## src/rtl/lc3_ctrl_fsm_if.sv

```systemverilog
// Control bundle between the LC-3 sequencer (master) and the datapath/SRAM side (slave).
// Carries the IR/BEN decode inputs and every load strobe, bus gate, mux select and SRAM strobe.
interface lc3_ctrl_fsm_if;
    logic       Run;
    logic       Continue;
    logic [3:0] Opcode;
    logic       IR_5;
    logic       IR_11;
    logic       BEN;

    logic       LD_MAR, LD_MDR, LD_IR, LD_BEN, LD_CC, LD_REG, LD_PC, LD_LED;
    logic       GatePC, GateMDR, GateALU, GateMARMUX;
    logic [1:0] PCMUX;
    logic       DRMUX, SR1MUX, SR2MUX, ADDR1MUX;
    logic [1:0] ADDR2MUX;
    logic [1:0] ALUK;
    logic       Mem_CE, Mem_UB, Mem_LB, Mem_OE, Mem_WE;
    logic       Illegal_op;

    modport master (
        input  Run, Continue, Opcode, IR_5, IR_11, BEN,
        output LD_MAR, LD_MDR, LD_IR, LD_BEN, LD_CC, LD_REG, LD_PC, LD_LED,
        output GatePC, GateMDR, GateALU, GateMARMUX,
        output PCMUX, DRMUX, SR1MUX, SR2MUX, ADDR1MUX, ADDR2MUX, ALUK,
        output Mem_CE, Mem_UB, Mem_LB, Mem_OE, Mem_WE, Illegal_op
    );

    modport slave (
        output Run, Continue, Opcode, IR_5, IR_11, BEN,
        input  LD_MAR, LD_MDR, LD_IR, LD_BEN, LD_CC, LD_REG, LD_PC, LD_LED,
        input  GatePC, GateMDR, GateALU, GateMARMUX,
        input  PCMUX, DRMUX, SR1MUX, SR2MUX, ADDR1MUX, ADDR2MUX, ALUK,
        input  Mem_CE, Mem_UB, Mem_LB, Mem_OE, Mem_WE, Illegal_op
    );
endinterface

```

## src/rtl/lc3_ctrl_fsm.sv

```systemverilog
// LC-3 instruction sequencer and decode with parametrised SRAM wait states.
// Define LC3_PAUSE_EN to implement opcode 1101 as the PAUSE/Continue handshake.
module lc3_ctrl_fsm #(
    parameter int MEM_CYCLES = 2,
    parameter int CNT_W      = 4
) (
    input logic            Clk,
    input logic            Reset,
    lc3_ctrl_fsm_if.master bus
);

    typedef enum logic [4:0] {
        S_HALTED,
        S_18, S_33, S_35, S_32,
        S_01, S_05, S_09,
        S_00, S_22, S_12,
        S_04, S_21, S_20,
        S_06, S_07, S_02, S_03, S_10, S_11, S_14,
        S_24, S_26, S_25, S_27, S_23, S_16
`ifdef LC3_PAUSE_EN
        , S_PAUSE1, S_PAUSE2
`endif
    } state_e;

    localparam logic [CNT_W-1:0] RD_LAST = CNT_W'(MEM_CYCLES - 1);
    localparam logic [CNT_W-1:0] WR_LAST = CNT_W'(MEM_CYCLES);

    state_e           state_q, state_d;
    logic [CNT_W-1:0] cnt_q, cnt_d;

    assign bus.Mem_CE = 1'b0;
    assign bus.Mem_UB = 1'b0;
    assign bus.Mem_LB = 1'b0;

    // NOTE: state lives only in this block and uses non-blocking assignments;
    // the reset is synchronous, so it is sampled like any other input.
    always_ff @(posedge Clk) begin
        if (Reset) begin
            state_q <= S_HALTED;
            cnt_q   <= '0;
        end else begin
            state_q <= state_d;
            cnt_q   <= cnt_d;
        end
    end

    // NOTE: every output and next-state value gets a default first so no path
    // through the case statement can leave a latch behind.
    always_comb begin
        state_d        = state_q;
        cnt_d          = '0;
        bus.LD_MAR     = 1'b0;
        bus.LD_MDR     = 1'b0;
        bus.LD_IR      = 1'b0;
        bus.LD_BEN     = 1'b0;
        bus.LD_CC      = 1'b0;
        bus.LD_REG     = 1'b0;
        bus.LD_PC      = 1'b0;
        bus.LD_LED     = 1'b0;
        bus.GatePC     = 1'b0;
        bus.GateMDR    = 1'b0;
        bus.GateALU    = 1'b0;
        bus.GateMARMUX = 1'b0;
        bus.PCMUX      = 2'b00;
        bus.DRMUX      = 1'b0;
        bus.SR1MUX     = 1'b0;
        bus.SR2MUX     = 1'b0;
        bus.ADDR1MUX   = 1'b0;
        bus.ADDR2MUX   = 2'b00;
        bus.ALUK       = 2'b00;
        bus.Mem_OE     = 1'b1;
        bus.Mem_WE     = 1'b1;
        bus.Illegal_op = 1'b0;

        case (state_q)
            S_HALTED: if (bus.Run) state_d = S_18;

            S_18: begin
                bus.GatePC = 1'b1;
                bus.LD_MAR = 1'b1;
                bus.LD_PC  = 1'b1;
                state_d    = S_33;
            end

            // Shared read state: OE held low for MEM_CYCLES, MDR captured on the last one.
            S_33, S_24, S_25: begin
                bus.Mem_OE = 1'b0;
                if (cnt_q == RD_LAST) begin
                    bus.LD_MDR = 1'b1;
                    case (state_q)
                        S_33:    state_d = S_35;
                        S_24:    state_d = S_26;
                        default: state_d = S_27;
                    endcase
                end else begin
                    cnt_d = cnt_q + CNT_W'(1);
                end
            end

            S_35: begin
                bus.GateMDR = 1'b1;
                bus.LD_IR   = 1'b1;
                state_d     = S_32;
            end

            S_32: begin
                bus.LD_BEN = 1'b1;
                case (bus.Opcode)
                    4'b0000: state_d = S_00;
                    4'b0001: state_d = S_01;
                    4'b0010: state_d = S_02;
                    4'b0011: state_d = S_03;
                    4'b0100: state_d = S_04;
                    4'b0101: state_d = S_05;
                    4'b0110: state_d = S_06;
                    4'b0111: state_d = S_07;
                    4'b1001: state_d = S_09;
                    4'b1010: state_d = S_10;
                    4'b1011: state_d = S_11;
                    4'b1100: state_d = S_12;
                    4'b1110: state_d = S_14;
`ifdef LC3_PAUSE_EN
                    4'b1101: state_d = S_PAUSE1;
`endif
                    default: begin
                        bus.Illegal_op = 1'b1;
                        state_d        = S_18;
                    end
                endcase
            end

            S_01, S_05, S_09: begin
                bus.GateALU = 1'b1;
                bus.LD_REG  = 1'b1;
                bus.LD_CC   = 1'b1;
                case (state_q)
                    S_01:    bus.ALUK = 2'b00;
                    S_05:    bus.ALUK = 2'b01;
                    default: bus.ALUK = 2'b10;
                endcase
                if (state_q != S_09) bus.SR2MUX = bus.IR_5;
                state_d = S_18;
            end

            S_00: state_d = bus.BEN ? S_22 : S_18;

            S_22, S_21: begin
                bus.LD_PC    = 1'b1;
                bus.PCMUX    = 2'b01;
                bus.ADDR1MUX = 1'b1;
                bus.ADDR2MUX = (state_q == S_22) ? 2'b01 : 2'b00;
                state_d      = S_18;
            end

            S_12, S_20: begin
                bus.LD_PC    = 1'b1;
                bus.PCMUX    = 2'b01;
                bus.ADDR2MUX = 2'b11;
                state_d      = S_18;
            end

            S_04: begin
                bus.GatePC = 1'b1;
                bus.DRMUX  = 1'b1;
                bus.LD_REG = 1'b1;
                state_d    = bus.IR_11 ? S_21 : S_20;
            end

            S_06, S_07: begin
                bus.GateMARMUX = 1'b1;
                bus.LD_MAR     = 1'b1;
                bus.ADDR2MUX   = 2'b10;
                state_d        = (state_q == S_06) ? S_25 : S_23;
            end

            S_02, S_03, S_10, S_11: begin
                bus.GateMARMUX = 1'b1;
                bus.LD_MAR     = 1'b1;
                bus.ADDR1MUX   = 1'b1;
                bus.ADDR2MUX   = 2'b01;
                case (state_q)
                    S_02:    state_d = S_25;
                    S_03:    state_d = S_23;
                    default: state_d = S_24;
                endcase
            end

            S_14: begin
                bus.GateMARMUX = 1'b1;
                bus.LD_REG     = 1'b1;
                bus.ADDR1MUX   = 1'b1;
                bus.ADDR2MUX   = 2'b01;
                state_d        = S_18;
            end

            // Indirect pointer is now in MDR; LDI (1010) and STI (1011) differ only in bit 0.
            S_26: begin
                bus.GateMDR = 1'b1;
                bus.LD_MAR  = 1'b1;
                state_d     = bus.Opcode[0] ? S_23 : S_25;
            end

            S_27: begin
                bus.GateMDR = 1'b1;
                bus.LD_REG  = 1'b1;
                bus.LD_CC   = 1'b1;
                state_d     = S_18;
            end

            S_23: begin
                bus.SR1MUX  = 1'b1;
                bus.ALUK    = 2'b11;
                bus.GateALU = 1'b1;
                bus.LD_MDR  = 1'b1;
                state_d     = S_16;
            end

            // WE low for MEM_CYCLES, then one hold cycle with WE high before the next fetch.
            S_16: begin
                if (cnt_q != WR_LAST) begin
                    bus.Mem_WE = 1'b0;
                    cnt_d      = cnt_q + CNT_W'(1);
                end else begin
                    state_d = S_18;
                end
            end

`ifdef LC3_PAUSE_EN
            S_PAUSE1: begin
                bus.LD_LED = 1'b1;
                if (bus.Continue) state_d = S_PAUSE2;
            end

            S_PAUSE2: if (!bus.Continue) state_d = S_18;
`endif

            default: state_d = S_HALTED;
        endcase
    end

endmodule

```

## src/flat_wrapper.sv

```systemverilog
// flat-port wrapper written by rule: the top's interface ports become plain ports
module lc3_ctrl_fsm_flat 
#(
    parameter int MEM_CYCLES = 2,
    parameter int CNT_W      = 4
)
  (Clk, Reset, bus_Run, bus_Continue, bus_Opcode, bus_IR_5, bus_IR_11, bus_BEN, bus_LD_MAR, bus_LD_MDR, bus_LD_IR, bus_LD_BEN, bus_LD_CC, bus_LD_REG, bus_LD_PC, bus_LD_LED, bus_GatePC, bus_GateMDR, bus_GateALU, bus_GateMARMUX, bus_PCMUX, bus_DRMUX, bus_SR1MUX, bus_SR2MUX, bus_ADDR1MUX, bus_ADDR2MUX, bus_ALUK, bus_Mem_CE, bus_Mem_UB, bus_Mem_LB, bus_Mem_OE, bus_Mem_WE, bus_Illegal_op);
  lc3_ctrl_fsm_if bus_i ();
  input logic Clk;
  input logic Reset;
  input wire logic [$bits(bus_i.Run)-1:0] bus_Run;
  input wire logic [$bits(bus_i.Continue)-1:0] bus_Continue;
  input wire logic [$bits(bus_i.Opcode)-1:0] bus_Opcode;
  input wire logic [$bits(bus_i.IR_5)-1:0] bus_IR_5;
  input wire logic [$bits(bus_i.IR_11)-1:0] bus_IR_11;
  input wire logic [$bits(bus_i.BEN)-1:0] bus_BEN;
  output wire logic [$bits(bus_i.LD_MAR)-1:0] bus_LD_MAR;
  output wire logic [$bits(bus_i.LD_MDR)-1:0] bus_LD_MDR;
  output wire logic [$bits(bus_i.LD_IR)-1:0] bus_LD_IR;
  output wire logic [$bits(bus_i.LD_BEN)-1:0] bus_LD_BEN;
  output wire logic [$bits(bus_i.LD_CC)-1:0] bus_LD_CC;
  output wire logic [$bits(bus_i.LD_REG)-1:0] bus_LD_REG;
  output wire logic [$bits(bus_i.LD_PC)-1:0] bus_LD_PC;
  output wire logic [$bits(bus_i.LD_LED)-1:0] bus_LD_LED;
  output wire logic [$bits(bus_i.GatePC)-1:0] bus_GatePC;
  output wire logic [$bits(bus_i.GateMDR)-1:0] bus_GateMDR;
  output wire logic [$bits(bus_i.GateALU)-1:0] bus_GateALU;
  output wire logic [$bits(bus_i.GateMARMUX)-1:0] bus_GateMARMUX;
  output wire logic [$bits(bus_i.PCMUX)-1:0] bus_PCMUX;
  output wire logic [$bits(bus_i.DRMUX)-1:0] bus_DRMUX;
  output wire logic [$bits(bus_i.SR1MUX)-1:0] bus_SR1MUX;
  output wire logic [$bits(bus_i.SR2MUX)-1:0] bus_SR2MUX;
  output wire logic [$bits(bus_i.ADDR1MUX)-1:0] bus_ADDR1MUX;
  output wire logic [$bits(bus_i.ADDR2MUX)-1:0] bus_ADDR2MUX;
  output wire logic [$bits(bus_i.ALUK)-1:0] bus_ALUK;
  output wire logic [$bits(bus_i.Mem_CE)-1:0] bus_Mem_CE;
  output wire logic [$bits(bus_i.Mem_UB)-1:0] bus_Mem_UB;
  output wire logic [$bits(bus_i.Mem_LB)-1:0] bus_Mem_LB;
  output wire logic [$bits(bus_i.Mem_OE)-1:0] bus_Mem_OE;
  output wire logic [$bits(bus_i.Mem_WE)-1:0] bus_Mem_WE;
  output wire logic [$bits(bus_i.Illegal_op)-1:0] bus_Illegal_op;
  assign bus_i.Run = bus_Run;
  assign bus_i.Continue = bus_Continue;
  assign bus_i.Opcode = bus_Opcode;
  assign bus_i.IR_5 = bus_IR_5;
  assign bus_i.IR_11 = bus_IR_11;
  assign bus_i.BEN = bus_BEN;
  assign bus_LD_MAR = bus_i.LD_MAR;
  assign bus_LD_MDR = bus_i.LD_MDR;
  assign bus_LD_IR = bus_i.LD_IR;
  assign bus_LD_BEN = bus_i.LD_BEN;
  assign bus_LD_CC = bus_i.LD_CC;
  assign bus_LD_REG = bus_i.LD_REG;
  assign bus_LD_PC = bus_i.LD_PC;
  assign bus_LD_LED = bus_i.LD_LED;
  assign bus_GatePC = bus_i.GatePC;
  assign bus_GateMDR = bus_i.GateMDR;
  assign bus_GateALU = bus_i.GateALU;
  assign bus_GateMARMUX = bus_i.GateMARMUX;
  assign bus_PCMUX = bus_i.PCMUX;
  assign bus_DRMUX = bus_i.DRMUX;
  assign bus_SR1MUX = bus_i.SR1MUX;
  assign bus_SR2MUX = bus_i.SR2MUX;
  assign bus_ADDR1MUX = bus_i.ADDR1MUX;
  assign bus_ADDR2MUX = bus_i.ADDR2MUX;
  assign bus_ALUK = bus_i.ALUK;
  assign bus_Mem_CE = bus_i.Mem_CE;
  assign bus_Mem_UB = bus_i.Mem_UB;
  assign bus_Mem_LB = bus_i.Mem_LB;
  assign bus_Mem_OE = bus_i.Mem_OE;
  assign bus_Mem_WE = bus_i.Mem_WE;
  assign bus_Illegal_op = bus_i.Illegal_op;
  lc3_ctrl_fsm #(.MEM_CYCLES(MEM_CYCLES), .CNT_W(CNT_W)) u_core (.Clk(Clk), .Reset(Reset), .bus(bus_i));
endmodule
```

## config.mk

```make
export PLATFORM = sky130hd
export DESIGN_NAME = lc3_ctrl_fsm_flat
export DESIGN_NICKNAME = d
export VERILOG_FILES = /design/src/rtl/lc3_ctrl_fsm_if.sv /design/src/rtl/lc3_ctrl_fsm.sv /design/src/flat_wrapper.sv
export SDC_FILE = /design/constraint.sdc
export NUM_CORES = 1
export LEC_CHECK = 0
export BUFFER_PORTS_ARGS = -buffer_cell sky130_fd_sc_hd__buf_2
export CAP_MARGIN = 20
export CORE_ASPECT_RATIO = 0.7
export CORE_UTILIZATION = 50
export CTS_BUF_LIST = sky130_fd_sc_hd__clkbuf_16
export DETAILED_ROUTE_END_ITERATION = 8
export PLACE_DENSITY_LB_ADDON = 0.1
export SYNTH_ARGS = -nofsm -noshare
export SYNTH_HDL_FRONTEND = slang
export SYNTH_SLANG_ARGS = --single-unit
```

## constraint.sdc

```tcl
create_clock -name Clk -period 1.79 [get_ports Clk]
set_input_delay 0.179 -clock Clk [delete_from_list [all_inputs] [get_ports Clk]]
set_output_delay 0.179 -clock Clk [all_outputs]
set_load 0.02 [all_outputs]
```

## Word level (Yosys, flattened, before mapping)

Index checks and enable logic that the tools add are counted.

| word-level totals | value |
|---|---|
| flip-flop bits (word level) | 9 |
| bits of input ports | 11 |
| output and inout bits | 28 |
| logic and storage cells | 110 |

| cells by class | value |
|---|---|
| add/subtract/negate cells | 1 |
| equality and inequality tests | 44 |
| muxes and demuxes | 41 |
| reductions and logical operators | 22 |

Operators by type and width:

| kind | number |
|---|---|
| $pmux W5 S13 | 2 |
| $eq A5 B5 Y1 const B | 11 |
| $eq A5 B4 Y1 const B | 8 |
| $mux W1 | 24 |
| $eq A4 B4 Y1 const B | 5 |
| $eq A5 B3 Y1 const B | 4 |
| $mux W4 | 5 |
| $eq A4 B3 Y1 const B | 4 |
| $pmux W4 S2 | 2 |
| $reduce_or A4 Y1 | 4 |
| $mux W5 | 3 |
| $reduce_or A7 Y1 | 2 |
| $reduce_or A13 Y1 | 1 |
| $eq A5 B2 Y1 const B | 2 |
| $pmux W5 S2 | 1 |
| $reduce_or A5 Y1 | 2 |
| $reduce_or A3 Y1 | 3 |
| $reduce_or A9 Y1 | 1 |
| $eq A4 B1 Y1 const B | 2 |
| $eq A4 B2 Y1 const B | 2 |
| $pmux W2 S2 | 2 |
| $pmux W2 S4 | 1 |
| $reduce_or A2 Y1 | 4 |
| $reduce_or A8 Y1 | 1 |
| other kinds (11) | 12 |

## Logic depth before layout (Yosys ltp)

Gate-level depths: netlist (run 1).

| depth | value |
|---|---|
| depth after elaboration | 4 |
| mapped depth | 7 |
| depth with buffers taken out | 6 |

## Worst setup path before layout (run 1)

No wires, ideal clock.

| timing path | value |
|---|---|
| path kind | flip-flop to output port |
| start point | reg u_core.state_q[0] |
| end point | out bus_SR2MUX |
| arrival time | 2039 ps |
| data required time | 1611 ps |
| setup slack | -428 ps |
| cell stages (with the launch flop) | 5 |
| path buffers | 2 |
| cells stage by stage | dfxtp_1 > buf_2 > buf_1 > nand2_1 > a2111oi_0 |

| on the way | value |
|---|---|
| word-level cells in the longest chain between the ends | 3 |
| elaborated cells between the ends (all ways) | 7 |
| those cells by class | 4 x eq/ne; 2 x mux; 1 x reduce/logical |

RTL lines:

| element | RTL line | text |
|---|---|---|
| start: declaration | lc3_ctrl_fsm.sv:28 | `state_e state_q, state_d;` |
| start signal: assignment | lc3_ctrl_fsm.sv:42 | `state_q <= state_d;` |
| $eq A5 B3 Y1 or $ne A5 B3 Y1 (tied branches) | lc3_ctrl_fsm.sv:75, lc3_ctrl_fsm.sv:141 |  |
| $reduce_or A3 Y1 or $mux W1 (tied branches) | lc3_ctrl_fsm.sv:75, lc3_ctrl_fsm.sv:141 |  |
| $mux W1 * | lc3_ctrl_fsm.sv:75 | `case (state_q)` |
| end: declaration | flat_wrapper.sv:32 | `output wire logic [$bits(bus_i.SR2MUX)-1:0] bus_SR2MUX;` |

Every way passes the cells marked *; elsewhere a longest branch is shown, timed or not.

## Worst setup path after layout (run 1)

| timing path | value |
|---|---|
| start point | reg u_core.state_q[4] |
| end point | out bus_LD_MDR |

| on the way | value |
|---|---|
| word-level cells in the longest chain between the ends | 3 |
| elaborated cells between the ends (all ways) | 6 |
| those cells by class | 4 x eq/ne; 1 x mux; 1 x reduce/logical |

RTL lines:

| element | RTL line | text |
|---|---|---|
| $eq A5 B5 Y1 or $eq A5 B2 Y1 (tied branches) | lc3_ctrl_fsm.sv:75 |  |
| $reduce_or A3 Y1 | lc3_ctrl_fsm.sv:75 |  |
| $pmux W1 S2 * | lc3_ctrl_fsm.sv:75 |  |
| end: declaration | flat_wrapper.sv:18 | `output wire logic [$bits(bus_i.LD_MDR)-1:0] bus_LD_MDR;` |

Marked as above.

==> results.sh, run 1 <==
export IMPL_maxCapViolCount=0
export IMPL_setup_worst_path_start_class="flip-flop"
export IMPL_die_area_mm2=0.00260
export IMPL_synth_xor_area_frac=0.0219
export IMPL_clkSinkCount=9
export IMPL_fin_nets=239
export IMPL_mostFrequentLayoutCells="30 x buf_2, 22 x buf_4, 21 x nand2_1"
export IMPL_grt_util_met1=0.449
export IMPL_cts_made_buffers=3
export IMPL_irDropWorstVdd_mv=0.416
export IMPL_ys_types=50
export IMPL_grtUsageTotal=0.316
export IMPL_skew_ns=0.00342
export IMPL_setup_slack_ns=-0.0502
export IMPL_dr_pass1_iters=4
export IMPL_crit_fanout=4
export IMPL_setup_tns_ns=-0.0502
export IMPL_clock_fmax_mhz=543
export IMPL_clk_latency_ns=0.24
export IMPL_grt_use_met2=0.464
export IMPL_layout_commonest_cell="buf_2"
export IMPL_powerDensity_mw_per_mm2=922
export IMPL_synth_edf_count=0
export IMPL_drt_drc_violations_left=0
export IMPL_vias=1526
export IMPL_yosys_area_top_type="dfxtp_1"
export IMPL_globalplace_congestion=0.907
export IMPL_area_growth_pct=37.7
export IMPL_grt_pass1_vias=1302
export IMPL_end_kind="primary output"
export IMPL_vias_per_cell=5.89
export IMPL_drv_slew=0
export IMPL_drive_above_1_share=0.379
export IMPL_wl_mm=3.99
export IMPL_power_leakage_nw=0.701
export IMPL_rows=14
export IMPL_yosys_top_cells_area="dfxtp_1 15%, o21ai_0 6.7%, nand2_1 6.6%"
export IMPL_outcome="complete, but fails checks"
export IMPL_cts_hold_fix_buffers=0
export IMPL_antenna_found_initial=0
export IMPL_period_needed_ns=1.84
export IMPL_routedWlPerCell_um=15.4
export IMPL_violations="setup timing"
export IMPL_finalHoldViolCount=0
export IMPL_syn_inst=188
export IMPL_start_util=0.543
export IMPL_criticalPathCategory="reg -> out"
export IMPL_seq_area_frac_synth=0.150
export IMPL_synthesis_area_mm2=0.00120
export IMPL_min_path_type="in -> reg"
export IMPL_grt_overflow=0
export IMPL_cts_reportedPaths_clkPinSlew_ns=0.04
export IMPL_met3_usage=0.0884
export IMPL_grt_pass1_wl_mm=6.13
export IMPL_cpPeakStageDelay_ns=0.55
export IMPL_drtIter0Drc=166
export IMPL_crit_chain="or4b_4 > a21oi_4 > inv_2 > o21ai_2 > buf_6"
export IMPL_ys_ff_latch=9
export IMPL_yosysWarnings=0
export IMPL_diodes=0
export IMPL_synthMuxAreaShare=0
export IMPL_setup_viol=1
export IMPL_synth_adder_area_share=0
export IMPL_dpl_hpwl_mm=2.67
export IMPL_htree_levels=1
export IMPL_avgSynthCellArea_um2=6.37
export IMPL_synth_top_area_frac=0.150
export IMPL_ctsLongestPathBuffers=2
export IMPL_top_usage_layer="met2"
export IMPL_postSynth_asyncResetShare=0
export IMPL_grt_setup_unrepaired="yes"
export IMPL_ant_nets=0
export IMPL_fin_crit_sh=1.03
export IMPL_cp_required_ns=1.61
export IMPL_slowest_stage="or4b_4"
export IMPL_synth_top_family_by_area="compound AO/OA/AOI/OAI gates"
export IMPL_cts_tree="done"
export IMPL_fp_coreArea_mm2=0.00221
export IMPL_synth_compound_area_frac=0.380
export IMPL_synthFlopType="dfxtp_1"
export IMPL_grt_max_degree=24
export IMPL_dieHeight_um=42.9
export IMPL_die_w_um=60.5
export IMPL_portBuffers=32
export IMPL_root_buffer="clkbuf_16"
export IMPL_io_pins=39
export IMPL_worstPathArrival_ns=1.66
export IMPL_fin_util=0.747
export IMPL_yosys_area_share_simple=0.322
-- stage by stage --
step           hold WS, ns  std cells  power, mW  worst slack, ns  cell area (um^2)
2_1_floorplan        0.360        192      0.771           0.0318              1230
5_1_grt              0.263        259       1.60           -0.125              1650
6_report             0.254        259       1.52          -0.0502              1650
3_3_place_gp         0.497        252      0.988           0.0751              1460
4_1_cts              0.246        257       1.43          -0.0964              1570
3_5_place_dp         0.495        252      0.999           0.0687              1460
-- sequential cells by signal, indices dropped and copies added, names as in the netlist --
signal and cells:
u_core.cnt_q 4, u_core.state_q 5
-- final cells by class --
type	instances	area (um^2)
multi-input cells	152	963
fillers	180	558
repair buffers	54	347
flip-flops and latches	9	185
clock buffers	3	75.1
well taps	32	40.0
inverters	8	35.0
clock inverters	1	3.75
-- synthesized netlist by cell type, drive strengths merged, types with 3 or more instances --
library cell and count:
a211oi 4, a21oi 16, buf 12, clkbuf 11, dfxtp 9, inv 7, nand2 21, nand2b 6
nand3 7, nand3b 4, nor2 16, nor2b 5, nor3 8, o21ai 17, o22ai 5, o31ai 4
or2 4, xor2 3
-- worst max-delay path: cells and delay by family, from the launching register on --
kind	cells	cell delay [ns]
flip-flops	1	0.33
buffers and inverters	2	0.23
AO/OA/AOI/OAI	2	0.32
AND/OR/NAND/NOR	1	0.55
-- metal layers --
metal,vias to the layer above,share of wire
met5,-,0
met4,0,0.014
met3,7,0.11
met2,95,0.44
met1,676,0.43
li1,748,-
-- where the power goes --
group / internal (mW) / total (mW) / switching (mW) / leakage (nW)
registers: 0.224 / 0.247 / 0.0235 / 0.0749
logic: 0.347 / 0.885 / 0.538 / 0.584
clock network: 0.292 / 0.388 / 0.0964 / 0.0423
total: 0.863 / 1.52 / 0.658 / 0.701
-- timing repair --
action | in CTS | in global routing
endpoints found under the hold margin | 0 | 0
setup buffers | 1 | 3
setup endpoints to repair | 11 | 22
pin swaps | 2 | 3
gates resized for setup | 11 | 20
-- cells by family after synthesis --
kind of cell | Yosys count
xor+xnor | 3
other cells | 1
simple gates | 77
flops | 9
buf+inv | 31
compound gates | 67
-- final timing paths --
| kind | start | end | slack [ns] | cells past startpoint |
|---|---|---|---|---|
| worst max-delay path | u_core.state_q[4] | bus_LD_MDR | -0.05 | 5 |
| worst min-delay path | Reset | u_core.state_q[4] | 0.25 | 2 |
| worst max register to register | u_core.state_q[4] | u_core.cnt_q[1] | 0.02 | 7 |
| worst min register to register | u_core.cnt_q[0] | u_core.cnt_q[0] | 0.57 | 1 |
No activity file was read; power rests on OpenSTA's default activity.
==> inputs of run 2 (changes only) <==
==> constraint.sdc (replaced) <==
create_clock -name Clk -period 1.9 [get_ports Clk]
set_input_delay 0.095 -clock Clk [delete_from_list [all_inputs] [get_ports Clk]]
set_output_delay 0.095 -clock Clk [all_outputs]
set_load 0.05 [all_outputs]
==> run 2 against run 1 <==
  * The flow now finishes without violations
  * Total power fell by 0.95%
  * Non-clock buffer count shrank 4
  * Cell area decreased by 3.3%
  * Combinational power is 2% lower
  * Via count grew 3.8%
  * Global-route usage down 1.6 points
  * Critical path depth is the same
  * Clock skew is 0.00091 ns higher
  * Highest routed layer unchanged
==> results.sh, run 2 (synthesis gave the netlist of run 1 again) <==
export IMPL_dr_pass1_iters=7
export IMPL_final_area_mm2=0.00160
export IMPL_largest_register_ffs=5
export IMPL_p_sw_uw=725
export IMPL_clkPwrFrac=0.255
export IMPL_power_mw=1.51
export IMPL_cts_tree="done"
export IMPL_min_path_type="in -> reg"
export IMPL_vias=1584
export IMPL_crit_chain="or4b_4 > a21oi_4 > inv_2 > o21ai_2 > buf_4"
export IMPL_globalplace_congestion=0.909
export IMPL_fillers=183
export IMPL_maxCapViolCount=0
export IMPL_crit_path_end="bus_LD_MDR"
export IMPL_fin_crit_sh=0.996
export IMPL_skew_ns=0.00433
export IMPL_dpl_hpwl_mm=2.76
export IMPL_drv_slew=0
export IMPL_fin_util=0.723
export IMPL_largest_register="u_core.state_q"
export IMPL_clk_latency_ns=0.24
export IMPL_reg2reg_slack_ns=0.14
export IMPL_start_util=0.543
export IMPL_cts_made_buffers=3
export IMPL_clock_fmax_mhz=528
export IMPL_power_leakage_nw=0.675
export IMPL_grt_pass1_wl_mm=5.87
export IMPL_crit_fanout=12
export IMPL_reg_top3="u_core.state_q (5), u_core.cnt_q (4)"
export IMPL_drive_above_1_share=0.345
export IMPL_fin_nets=235
export IMPL_grt_max_degree=24
export IMPL_powerDensity_mw_per_mm2=944
export IMPL_vias_per_cell=6.21
export IMPL_p_seq_frac=0.168
export IMPL_layout_commonest_cell="buf_2"
export IMPL_htree_levels=1
export IMPL_die_w_um=60.5
export IMPL_startpoint="u_core.state_q[2]"
export IMPL_cts_reportedPaths_clkPinSlew_ns=0.04
export IMPL_routedWlPerCell_um=15.2
export IMPL_finalHoldViolCount=0
export IMPL_ctsLongestPathBuffers=2
export IMPL_grtUsageTotal=0.300
export IMPL_sw_frac_of_total=0.481
export IMPL_setup_viol=0
export IMPL_outcome="completed"
export IMPL_fp_coreArea_mm2=0.00221
export IMPL_drt_drc_violations_left=0
export IMPL_min_from="Reset"
export IMPL_r2r_end="u_core.state_q[0]"
export IMPL_root_buffer="clkbuf_16"
export IMPL_path_buf_inv=2
export IMPL_path_depth=5
export IMPL_rows=14
export IMPL_dieHeight_um=42.9
export IMPL_worstPathArrival_ns=1.80
export IMPL_irDropWorstVdd_mv=0.439
export IMPL_clkSinkCount=9
export IMPL_drtIter0Drc=204
export IMPL_ant_nets=0
export IMPL_timing_rr_start="u_core.state_q[2]"
export IMPL_slowest_stage="or4b_4"
export IMPL_io_pins=39
export IMPL_antenna_found_initial=0
export IMPL_end_kind="primary output"
export IMPL_setup_worst_path_start_class="flip-flop"
export IMPL_crit_family="simple AND/OR/NAND/NOR gates"
export IMPL_grt_pass1_vias=1215
export IMPL_cp_required_ns=1.80
export IMPL_cpPeakStageDelay_ns=0.55
export IMPL_area_growth_pct=33.2
export IMPL_worstRegToRegCells=6
export IMPL_period_needed_ns=1.89
export IMPL_die_area_mm2=0.00260
export IMPL_diodes=0
export IMPL_criticalPathCategory="reg -> out"
export IMPL_mostFrequentLayoutCells="27 x buf_2, 22 x buf_4, 21 x nand2_1, 16 x nor2_1, 14 x a21oi_1"
export IMPL_place_area_mm2=0.00147
export IMPL_portBuffers=32
export IMPL_grt_overflow=0
export IMPL_comb_power_share=0.577
export IMPL_holdWs_ns=0.193
export IMPL_wl_mm=3.88
export IMPL_power_internal_uw=782
run 2: metrics by stage:
stage	TNS, ns	cells	setup WS (ns)
3_3_place_gp	0	250	0.114
6_report	0	255	0.00674
2_1_floorplan	-0.538	192	-0.246
5_1_grt	-0.0687	255	-0.0563
4_1_cts	0	254	0.000949
3_5_place_dp	0	250	0.00388
run 2: final cells by class:
type                       count  area (um^2)  area share
multi-input combinational    152          947       0.594
timing repair buffer          50          312       0.195
sequential                     9          183       0.115
clock buffer                   3         75.1      0.0471
tap                           32         40.0      0.0251
inverter                       8         33.8      0.0212
clock inverter                 1         5.00     0.00314
run 2: power by group through the flow:
stage / registers [mW] / logic [mW] / clock network [mW]
after floorplan: 0.226 / 0.627 / 0
after global placement: 0.248 / 0.799 / 0
after detailed placement: 0.250 / 0.817 / 0
after CTS: 0.249 / 0.821 / 0.377
after global routing: 0.254 / 0.923 / 0.390
final: 0.253 / 0.869 / 0.384
run 2: worst min path at each step:
stage                        endpoint  cells after the start  slack, ns
floorplan           u_core.state_q[2]                      2       0.28
global placement      u_core.cnt_q[1]                      2       0.42
detailed placement    u_core.cnt_q[1]                      2       0.43
CTS                   u_core.cnt_q[1]                      2       0.19
global route        u_core.state_q[4]                      2       0.21
finish              u_core.state_q[4]                      2       0.19
run 2: per-layer routing:
metal	vias to the layer above	GRT usage	routed length (um)
met2	127	0.424	1650
li1	738	-	-
met5	-	0	0
met3	14	0.0549	421
met4	0	0.0364	57
met1	705	0.474	1740
run 2: what timing repair did:
action,4_1_cts,5_1_grt
gates resized for setup,4,13
buffers inserted,0,1
endpoints found under the setup margin,8,15
pin swaps,0,3
hold buffers,0,0
==> inputs of run 3 (changes only) <==
--- a/config.mk
+++ b/config.mk
@@ -11,7 +11,9 @@
 export CORE_UTILIZATION = 50
 export CTS_BUF_LIST = sky130_fd_sc_hd__clkbuf_16
 export DETAILED_ROUTE_END_ITERATION = 8
+export HOLD_SLACK_MARGIN = 0.06
 export PLACE_DENSITY_LB_ADDON = 0.1
+export SETUP_SLACK_MARGIN = 0.2
 export SYNTH_ARGS = -nofsm -noshare
 export SYNTH_HDL_FRONTEND = slang
 export SYNTH_SLANG_ARGS = --single-unit
==> constraint.sdc (replaced) <==
create_clock -name Clk -period 2 [get_ports Clk]
set_input_delay 0.1 -clock Clk [delete_from_list [all_inputs] [get_ports Clk]]
set_output_delay 0.1 -clock Clk [all_outputs]
set_load 0.05 [all_outputs]
==> run 3 against run 2 <==
  * Final cell count shrank 0.39%
  * Critical endpoint unchanged
  * Sequential share of layout area shrank 1.0 points
  * Clock-buffer cell count is the same
  * Highest routed layer unchanged
==> results.sh, run 3 (synthesis gave the netlist of run 1 again) <==
export IMPL_fp_coreArea_mm2=0.00221
export IMPL_rows=14
export IMPL_cts_reportedPaths_clkPinSlew_ns=0.04
export IMPL_clkSinkCount=9
export IMPL_irDropWorstVdd_mv=0.774
export IMPL_dieHeight_um=42.9
export IMPL_die_area_mm2=0.00260
export IMPL_largest_register_ffs=5
export IMPL_area_growth_pct=46.5
export IMPL_slowest_stage="or4b_4"
export IMPL_clk_latency_ns=0.23
export IMPL_setup_viol=0
export IMPL_p_sw_uw=733
export IMPL_period_needed_ns=1.80
export IMPL_powerDensity_mw_per_mm2=864
export IMPL_ant_nets=0
export IMPL_io_pins=39
export IMPL_reg_top3="u_core.state_q (5), u_core.cnt_q (4)"
export IMPL_cts_tree="done"
export IMPL_root_buffer="clkbuf_16"
export IMPL_largest_register="u_core.state_q"
export IMPL_grt_max_degree=30
export IMPL_drtIter0Drc=139
export IMPL_setup_slack_ns=0.198
export IMPL_globalplace_congestion=0.884
export IMPL_grt_setup_unrepaired="yes"
export IMPL_fillers=154
export IMPL_power_internal_uw=783
export IMPL_sw_frac_of_total=0.483
export IMPL_fin_nets=234
export IMPL_mostFrequentLayoutCells="20 x nand2_1, 20 x buf_2, 15 x nor2_1, 14 x a21oi_1, 14 x buf_4"
export IMPL_worstPathArrival_ns=1.70
export IMPL_setup_tns_ns=0
export IMPL_clock_fmax_mhz=555
export IMPL_grtUsageTotal=0.309
export IMPL_cpPeakStageDelay_ns=0.51
export IMPL_start_util=0.543
export IMPL_skew_ns=0.00231
export IMPL_ctsLongestPathBuffers=2
export IMPL_criticalPathCategory="reg -> out"
export IMPL_portBuffers=32
export IMPL_antenna_found_initial=0
export IMPL_finalHoldViolCount=0
export IMPL_routedWlPerCell_um=16.2
export IMPL_final_cells=254
export IMPL_maxCapViolCount=0
export IMPL_path_buf_inv=2
export IMPL_fin_util=0.795
export IMPL_crit_family="simple AND/OR/NAND/NOR gates"
export IMPL_p_seq_frac=0.153
export IMPL_setup_worst_path_start_class="flip-flop"
export IMPL_die_w_um=60.5
export IMPL_grt_overflow=0
export IMPL_wl_mm=4.12
export IMPL_htree_levels=1
export IMPL_min_path_type="in -> reg"
export IMPL_dpl_hpwl_mm=2.68
export IMPL_grt_pass1_wl_mm=6.07
export IMPL_cp_required_ns=1.90
export IMPL_pre_cts_ws_ns=0.226
export IMPL_dr_pass1_iters=5
export IMPL_drv_slew=0
export IMPL_vias_per_cell=6.22
export IMPL_comb_power_share=0.619
export IMPL_end_kind="primary output"
export IMPL_drive_above_1_share=0.378
export IMPL_crit_fanout=8
export IMPL_diodes=0
export IMPL_grt_pass1_vias=1346
export IMPL_outcome="completed"
export IMPL_cts_hold_fix_buffers=0
export IMPL_dp_cells=248
export IMPL_reg2reg_slack_ns=0.22
export IMPL_crit_chain="or4b_4 > a21oi_4 > inv_2 > o21ai_4 > buf_8"
export IMPL_cts_made_buffers=3
export IMPL_fin_crit_sh=0.901
export IMPL_power_leakage_nw=0.689
export IMPL_drt_drc_violations_left=0
export IMPL_power_mw=1.52
export IMPL_vias=1580
export IMPL_clkPwrFrac=0.228
[run 3: cell types whose count changed in the layout (fill, tap and decap cells not counted), moves of 2 or more]
cell	change
buf_4	-8
buf_8	+2
buf_6	+5
o21ai_4	+2
clkbuf_4	+5
buf_2	-7
o31ai_4	+2
buf_12	+2
nand2b_1	-2
[run 3: layout make-up]
class                           instances  area, um^2  area share
Multi-Input combinational cell        152        1040       0.593
Timing Repair Buffer                   49         380       0.217
Sequential cell                         9         183       0.104
Clock buffer                            3        75.1      0.0428
Tap cell                               32        40.0      0.0228
Inverter                                8        31.3      0.0178
Clock inverter                          1        3.75     0.00214
[run 3: path summary, 6_finish.rpt]
check	startpoint	end	cells past startpoint
worst max-delay path	u_core.state_q[0]	bus_LD_MDR	5
worst min-delay path	Reset	u_core.state_q[4]	2
worst max register to register	u_core.state_q[0]	u_core.state_q[4]	6
worst min register to register	u_core.cnt_q[0]	u_core.cnt_q[0]	1
[run 3: worst reg2reg max path, delay by kind of cell (launching register included)]
kind,cells,cell delay (ns)
DFF,1,0.36
and+or+nand+nor,1,0.51
AOI/OAI and AO/OA,3,0.50
buffers and inverters,2,0.32
[run 3: per-stage QoR]
| step | cell area, um^2 | hold WS, ns |
|---|---|---|
| 2_1_floorplan | 1330 | 0.281 |
| 3_3_place_gp | 1530 | 0.414 |
| 3_5_place_dp | 1530 | 0.416 |
| 4_1_cts | 1660 | 0.175 |
| 5_1_grt | 1750 | 0.200 |
| 6_report | 1750 | 0.195 |
[run 3: power by group through the flow]
stage / sequential, mW / clock, mW / combinational [mW]
2_1_floorplan: 0.215 / 0 / 0.627
3_3_place_gp: 0.226 / 0 / 0.778
3_5_place_dp: 0.227 / 0 / 0.792
4_1_cts: 0.227 / 0.347 / 0.832
5_1_grt: 0.232 / 0.357 / 0.990
6_report: 0.231 / 0.346 / 0.938
[run 3: what timing repair did]
action,in CTS,in global routing
pin swaps,1,0
setup buffers,1,1
endpoints found under the setup margin,17,17
gates resized for setup,15,27
[run 3: metal layers]
metal  track usage  routed length [um]
met1         0.438                1730
met2         0.453                1830
met3         0.110                 476
met4        0.0500                  80
met5             0                   0
